### config.mk
export PLATFORM = sky130hd
export DESIGN_NAME = mcu_spi_selector
export DESIGN_NICKNAME = d
export VERILOG_FILES = /design/src/rtl/mcu_spi_selector.sv
export SDC_FILE = /design/constraint.sdc
export NUM_CORES = 1
export LEC_CHECK = 0
export CAP_MARGIN = 10
export CORE_MARGIN = 4
export CORE_UTILIZATION = 47
export CTS_CLUSTER_SIZE = 28
export DETAILED_ROUTE_END_ITERATION = 7
export PLACE_DENSITY = 0.76
export SETUP_SLACK_MARGIN = 0.4
export SLEW_MARGIN = 30
export SYNTH_ARGS = -nofsm -noshare
export SYNTH_HDL_FRONTEND = slang
export SYNTH_SLANG_ARGS = --single-unit
### constraint.sdc
create_clock -name clk32 -period 1.3 [get_ports clk32]
set_clock_uncertainty 0.05 [all_clocks]
set_input_delay 0.13 -clock clk32 [delete_from_list [all_inputs] [get_ports clk32]]
set_output_delay 0.13 -clock clk32 [all_outputs]
set_load 0.05 [all_outputs]
### src/rtl/mcu_spi_selector.sv
// mcu_spi_selector: picks one of NUM_SRC MCU SPI sources and routes it to the
// misterynano MCU interface, switching only between transactions.
//
// Ports:
//   clk32        32 MHz system clock
//   por          synchronous active-high reset
//   src_sclk     per-source SPI clock (not registered)
//   src_csn      per-source chip select, active-low, asynchronous to clk32
//   src_mosi     per-source data toward the FPGA (not registered)
//   mcu_sclk     selected SPI clock
//   mcu_csn      selected chip select, held high while switching
//   mcu_mosi     selected data
//   src_miso_oe  registered MISO/INTn output enables toward the sources
//   active_src   registered index of the selected source
//   switching    high while the selector waits for the new source to go idle
//   switch_pulse one-cycle pulse on each change of active_src
module mcu_spi_selector #(
    parameter int unsigned NUM_SRC      = 2,
    parameter int unsigned DEFAULT_SRC  = 0,
    parameter int unsigned SYNC_STAGES  = 2,
    parameter int unsigned DEBOUNCE     = 4,
    parameter int unsigned REVERT_EN    = 0,
    parameter int unsigned IDLE_TIMEOUT = 32000000,
    parameter int unsigned FANOUT_ALL   = 1
) (
    input  logic                       clk32,
    input  logic                       por,
    input  logic [NUM_SRC-1:0]         src_sclk,
    input  logic [NUM_SRC-1:0]         src_csn,
    input  logic [NUM_SRC-1:0]         src_mosi,
    output logic                       mcu_sclk,
    output logic                       mcu_csn,
    output logic                       mcu_mosi,
    output logic [NUM_SRC-1:0]         src_miso_oe,
    output logic [$clog2(NUM_SRC)-1:0] active_src,
    output logic                       switching,
    output logic                       switch_pulse
);

    localparam int unsigned AW = $clog2(NUM_SRC);
    localparam int unsigned CW = $clog2(DEBOUNCE + 1);
    localparam int unsigned IW = $clog2(IDLE_TIMEOUT + 1);
    localparam logic [NUM_SRC-1:0] OE_RST = (FANOUT_ALL != 0) ? {NUM_SRC{1'b1}}
                                          : (NUM_SRC'(1) << DEFAULT_SRC);

    typedef enum logic {
        ST_ACTIVE = 1'b0,
        ST_SWITCH = 1'b1
    } state_e;

    state_e                      state_q, state_d;
    logic [AW-1:0]               active_q, active_d;
    logic [NUM_SRC-1:0]          oe_q, oe_d;
    logic                        pulse_q, pulse_d;
    logic [NUM_SRC-1:0][CW-1:0]  cnt_q, cnt_d;
    logic [IW-1:0]               idle_q, idle_d;
    logic [NUM_SRC-1:0]          sync_q [SYNC_STAGES];
    logic [NUM_SRC-1:0]          csn_s;
    logic                        cand_found;
    logic [AW-1:0]               cand_idx;
    logic                        act_idle;

    // chip-select synchronizers; sclk/mosi stay raw for the pass-through
    always_ff @(posedge clk32) begin
        if (por) begin
            for (int s = 0; s < SYNC_STAGES; s++) sync_q[s] <= '1;
        end else begin
            sync_q[0] <= src_csn;
            for (int s = 1; s < SYNC_STAGES; s++) sync_q[s] <= sync_q[s-1];
        end
    end

    assign csn_s = sync_q[SYNC_STAGES-1];

    // state and registered outputs
    always_ff @(posedge clk32) begin
        if (por) begin
            state_q  <= ST_ACTIVE;
            active_q <= AW'(DEFAULT_SRC);
            oe_q     <= OE_RST;
            pulse_q  <= 1'b0;
            cnt_q    <= '0;
            idle_q   <= '0;
        end else begin
            state_q  <= state_d;
            active_q <= active_d;
            oe_q     <= oe_d;
            pulse_q  <= pulse_d;
            cnt_q    <= cnt_d;
            idle_q   <= idle_d;
        end
    end

    // next-state: candidate search, switch/revert decision, debounce and idle counting
    always_comb begin
        state_d    = state_q;
        active_d   = active_q;
        pulse_d    = 1'b0;
        cnt_d      = cnt_q;
        idle_d     = idle_q;
        cand_found = 1'b0;
        cand_idx   = '0;
        act_idle   = csn_s[active_q];

        // lowest-index source whose debounce counter has saturated
        for (int i = 0; i < NUM_SRC; i++) begin
            if (!cand_found && (AW'(i) != active_q) && (cnt_q[i] == CW'(DEBOUNCE))) begin
                cand_found = 1'b1;
                cand_idx   = AW'(i);
            end
        end

        case (state_q)
            ST_ACTIVE: begin
                if (cand_found && act_idle) begin
                    active_d = cand_idx;
                    pulse_d  = 1'b1;
                    state_d  = ST_SWITCH;
                    cnt_d    = '0;
                    idle_d   = '0;
                end else if ((REVERT_EN != 0) && (active_q != AW'(DEFAULT_SRC)) && act_idle
                             && (idle_q == IW'(IDLE_TIMEOUT))) begin
                    active_d = AW'(DEFAULT_SRC);
                    pulse_d  = 1'b1;
                    state_d  = ST_SWITCH;
                    cnt_d    = '0;
                    idle_d   = '0;
                end else begin
                    for (int i = 0; i < NUM_SRC; i++) begin
                        if ((AW'(i) == active_q) || csn_s[i]) begin
                            cnt_d[i] = '0;
                        end else if (cnt_q[i] != CW'(DEBOUNCE)) begin
                            cnt_d[i] = cnt_q[i] + 1'b1;
                        end
                    end
                    if ((REVERT_EN != 0) && (active_q != AW'(DEFAULT_SRC)) && act_idle) begin
                        idle_d = idle_q + 1'b1;
                    end else begin
                        idle_d = '0;
                    end
                end
            end
            ST_SWITCH: begin
                // wait out any transaction already running on the new source
                cnt_d  = '0;
                idle_d = '0;
                if (act_idle) state_d = ST_ACTIVE;
            end
            default: state_d = ST_ACTIVE;
        endcase

        oe_d = '1;
        if (FANOUT_ALL == 0) begin
            oe_d           = '0;
            oe_d[active_d] = 1'b1;
        end
    end

    assign mcu_sclk     = src_sclk[active_q];
    assign mcu_mosi     = src_mosi[active_q];
    assign mcu_csn      = (state_q == ST_SWITCH) ? 1'b1 : src_csn[active_q];
    assign src_miso_oe  = oe_q;
    assign active_src   = active_q;
    assign switching    = (state_q == ST_SWITCH);
    assign switch_pulse = pulse_q;

endmodule

Word-level counts from Yosys, hierarchy flattened. Memory sizes are Yosys's and may differ from the RTL's. Cells that the tools add are included.

Add/subtract/negate cells: 2. $mul: 0. Divide/modulo/power cells: 0. Order comparisons: 1. Equality and inequality tests: 6. Shift-type cells: 0. Multiplexer cells: 26. Bitwise gates (word level): 4. Reductions and logical operators: 9.

Operator list (number): 2-to-1 mux 1 bit (17); 2-to-1 mux 3 bit (4); case mux 6 bit (2 select lines) (1); inequality test 4 bit, second input constant (2); adder 3 x 1 -> 3 bit, second input constant (2); == test 3 bit, second input constant (2); 2-to-1 mux 6 bit (1); inequality test 3 bit, second input constant (2); logical AND 1 bit (4); 2-to-1 mux 2 bit (2); logical OR 1 bit (2); less-than comparator 1 x 2 -> 1 bit, second input constant (1); NOT 1 bit (2); OR 1 bit (2); case mux 1 bit (2 select lines) (1); AND reduction 2 bit (1); OR reduction 2 bit (1); logical NOT 1 bit (1).

Register bits: 9. Latch bits: 0. RAM bits: 4. Memory bits (read-only): 0. Logic and storage cells: 54. Memories kept: 1.

Memory list: sync_q (depth 2, bits a word 2, rd ports 2, clocked after Yosys merged registers in 0, write ports 2, RTL line 57) `logic [NUM_SRC-1:0] sync_q [SYNC_STAGES];`.

Depth between registers and ports, before layout.
Depth in word-level cells: 10. Gate-level depth with buffers: 5. Gate-level depth less buffers: 5.

Worst setup path before layout. OpenSTA, ideal clock, no wires.

Kind: register to output. From: register active_q, in the netlist active_src. To: output mcu_csn. Data arrival time: 1305 ps. Required time: 1120 ps. Path slack: -185 ps. Stages on the path, launching flop included: 4. Buffers on the path: 1. Path through: dfxtp_1 -> buf_6 -> nor2b_1 -> a211o_2.

Longest elaborated chain between the ends: 3.

Ends and longest elaborated chain: start: declaration (RTL line 52) `logic [AW-1:0] active_q, active_d;`; start signal: assignment (RTL line 79) `active_q <= AW'(DEFAULT_SRC);`; start signal: assignment (RTL line 86) `active_q <= active_d;`; 2-to-1 mux 1 bit (implied by the code) (2 in a row) (RTL line 161) `assign mcu_csn = (state_q == ST_SWITCH) ? 1'b1 : src_csn[active_q];`; 2-to-1 mux 1 bit (RTL line 161); end: declaration (RTL line 32) `output logic mcu_csn,`.

No other way between the ends. The select of a mux whose other input is x is not followed.

Worst setup path in the final report.
From: register active_q, in the netlist active_src. To: output mcu_sclk.

Longest elaborated chain between the ends: 2.

Ends and longest elaborated chain: 2-to-1 mux 1 bit (implied by the code) (2 in a row) (RTL line 159) `assign mcu_sclk = src_sclk[active_q];`; end: declaration (RTL line 31) `output logic mcu_sclk,`.

No other way between the ends. The select of a mux whose other input is x is not followed.

==> impl_metrics.yaml <==
finish:
  nets: 111
  layout_commonest_cell: "buf_4"
  instances_no_fill: 113
  fillCellCount: 73
  syn_to_final_growth_pct: 62.1
  layout_common_cells: "buf_4, dfxtp_1, clkdlybuf4s50_1, buf_12, dfxtp_2"
  drive_gt1_share_pct: 59.2
  diodes: 0
  multi_input_area_um2: 444
  seqCellArea_um2: 274
setup_path:
  cp-end-kind: "output pin"
  crit_fanout: 6
  cp-start-kind: "register"
  crit-reg2reg-launch: "active_src"
  reg2regPathDepth: 4
  crit_slowest_cell: "dfxtp_4"
  crit_chain: "mux2_4 > buf_12"
  cp.required_ns: 1.12
  crit_arrival_ns: 1.16
  cpPeakStageDelay_ns: 0.41
  worstSetupEndpoint: "mcu_sclk"
  startpoint: "active_src"
  reg2reg_setup_slack_ns: 0.03
  timing.rr.end: "switching"
  path_class: "reg -> out"
sta:
  tns_ns: -0.124
  maxSlewViolCount: 0
  fin_crit_sh_pct: 103
  setup_viol: 3
  fin_ws_ns: -0.0418
  period_needed_ns: 1.34
  finalHoldViolCount: 0
  max_clock_freq_mhz: 745
  rsz0062_at_grt: "yes"
drt:
  route.met3.wl_um: 142
  wl_met2_um: 816
  top_layer: "met4"
  vias_per_cell: 5.38
  vias: 608
  wl_met1_um: 707
  drc: 0
  ant_nets: 0
  drt-total-wl_mm: 1.72
  drtPass1Iterations: 4
  detail_route.wl_per_cell_um: 15.2
  drt-initial-drc-count: 15
place:
  pre_cts_ws_ns: -0.0677
  dp.cells: 98
  hpwlAfterDp_mm: 1.00
  place_congestion: 0.718
  portBuffers: 13
logic_synthesis:
  async_reset_ff_share_pct: 0
  ys_types: 27
  synth_top_area_share_pct: 38.7
  avgSynthCellArea_um2: 9.76
  ys_top_cells_by_area: "dfxtp_1, ha_1, nand2_1"
  netlist_area_um2: 673
  yosysWarnings: 0
  synth_edf_count: 0
  synth_top_area_cell: "dfxtp_1"
  synth_cells: 69
  yosysSeqAreaShare_pct: 38.7
  ys.flop_type: "dfxtp_1"
  ys_ff_latch: 13
die:
  io_pins: 16
  start_util_pct: 51.1
  core-area_um2: 1320
  die_area_um2: 2100
  die_h_um: 45.8
  num_rows: 13
  die_w_um: 45.8
clocking:
  clk_pin_slew_ns: 0.09
  cts_tree: "done"
  root_buffer: "clkbuf_4"
  clock_sinks: 13
  clk_latency_ns: 0.28
  cts_inserted_buffers: 3
  clock_path_buffers: 2
  htreeDepth: 1
global_route:
  grt_overflow: 0
  antenna_found_initial: 0
  grt_pass1_wl_mm: 2.52
  grt_pass1_vias: 588
  grt_start_max_net_pins: 8
  grt_use_total_pct: 17.2
worst_hold_path:
  hold_class: "in -> reg"
  hold_start: "por"
pwr:
  vdd_drop_max_uv: 689
  p_leak_nw: 0.408
  p_total_mw: 0.776
  power_density_nw_per_um2: 711
run_status:
  outcome: "complete, but fails checks"
  violations: "setup timing"
run:
  drv_cap: 0
==> flip-flops by register name, summed over array words and instances, names as in the netlist <==
signal        cells
cnt_q             6
sync_q            4
active_src        1
switch_pulse      1
switching         1
==> repair_timing <==
action	CTS	global route
endpoints found under the hold margin	0	0
setup buffers	3	8
hold buffers	0	0
endpoints found under the setup margin	19	15
gates resized for setup	11	8
pin swaps	2	5
==> through the flow <==
stage	hold WS (ns)	util [%]	cell area [um^2]
3_3_place_gp	0.345	70.4	927
5_1_grt	0.379	82.8	1090
4_1_cts	0.361	76.4	1010
2_1_floorplan	0.139	-	722
6_report	0.346	82.8	1090
3_5_place_dp	0.346	70.4	927
==> synthesized netlist by cell type, types with 2 or more instances <==
library cell / number
a21oi_1: 5
o21a_1: 2
nor3_1: 2
nand3_1: 3
nor3_2: 2
buf_4: 2
inv_1: 5
nand2_1: 7
dfxtp_1: 13
nor2_1: 4
ha_1: 4
mux2_2: 2
or2_2: 4
==> routing by layer <==
| metal | track usage (%) | vias up |
|---|---|---|
| li1 | - | 293 |
| met1 | 18.3 | 278 |
| met2 | 30.2 | 30 |
| met3 | 3.95 | 7 |
| met4 | 10.2 | 0 |
| met5 | 0 | - |
==> worst min-delay path by stage <==
stage / to / cells after the start
floorplan: active_src / 1
finish: sync_q[0][1] / 2
detailed placement: sync_q[0][2] / 1
global route: sync_q[0][2] / 1
CTS: sync_q[0][3] / 2
global placement: sync_q[0][2] / 1
==> layout make-up <==
cell class,instances,share of cell area (%)
tap,15,1.72
timing repair buffer,27,28.3
sequential,13,25.1
inverter,5,1.72
clock buffer,4,2.41
multi-input combinational,49,40.7
==> critical path: cells and delay by family (launching register included) <==
kind | cells | cell delay [ns]
buffers and inverters | 1 | 0.15
DFF | 1 | 0.41
muxes | 1 | 0.32
==> power by group <==
group          leakage (nW)  internal [mW]  switching (mW)
Sequential            0.110          0.400         0.00724
Clock                0.0150          0.119           0.138
Combinational         0.283         0.0575          0.0542
==> logic make-up after synthesis <==
kind of cell	share of synthesized area (%)
fa+ha+maj	7.44
buf+inv	6.69
mux	4.83
simple gates	30.5
flops	38.7
compound gates	11.3
other cells	0.557
Power figures use the tool's default switching activity.
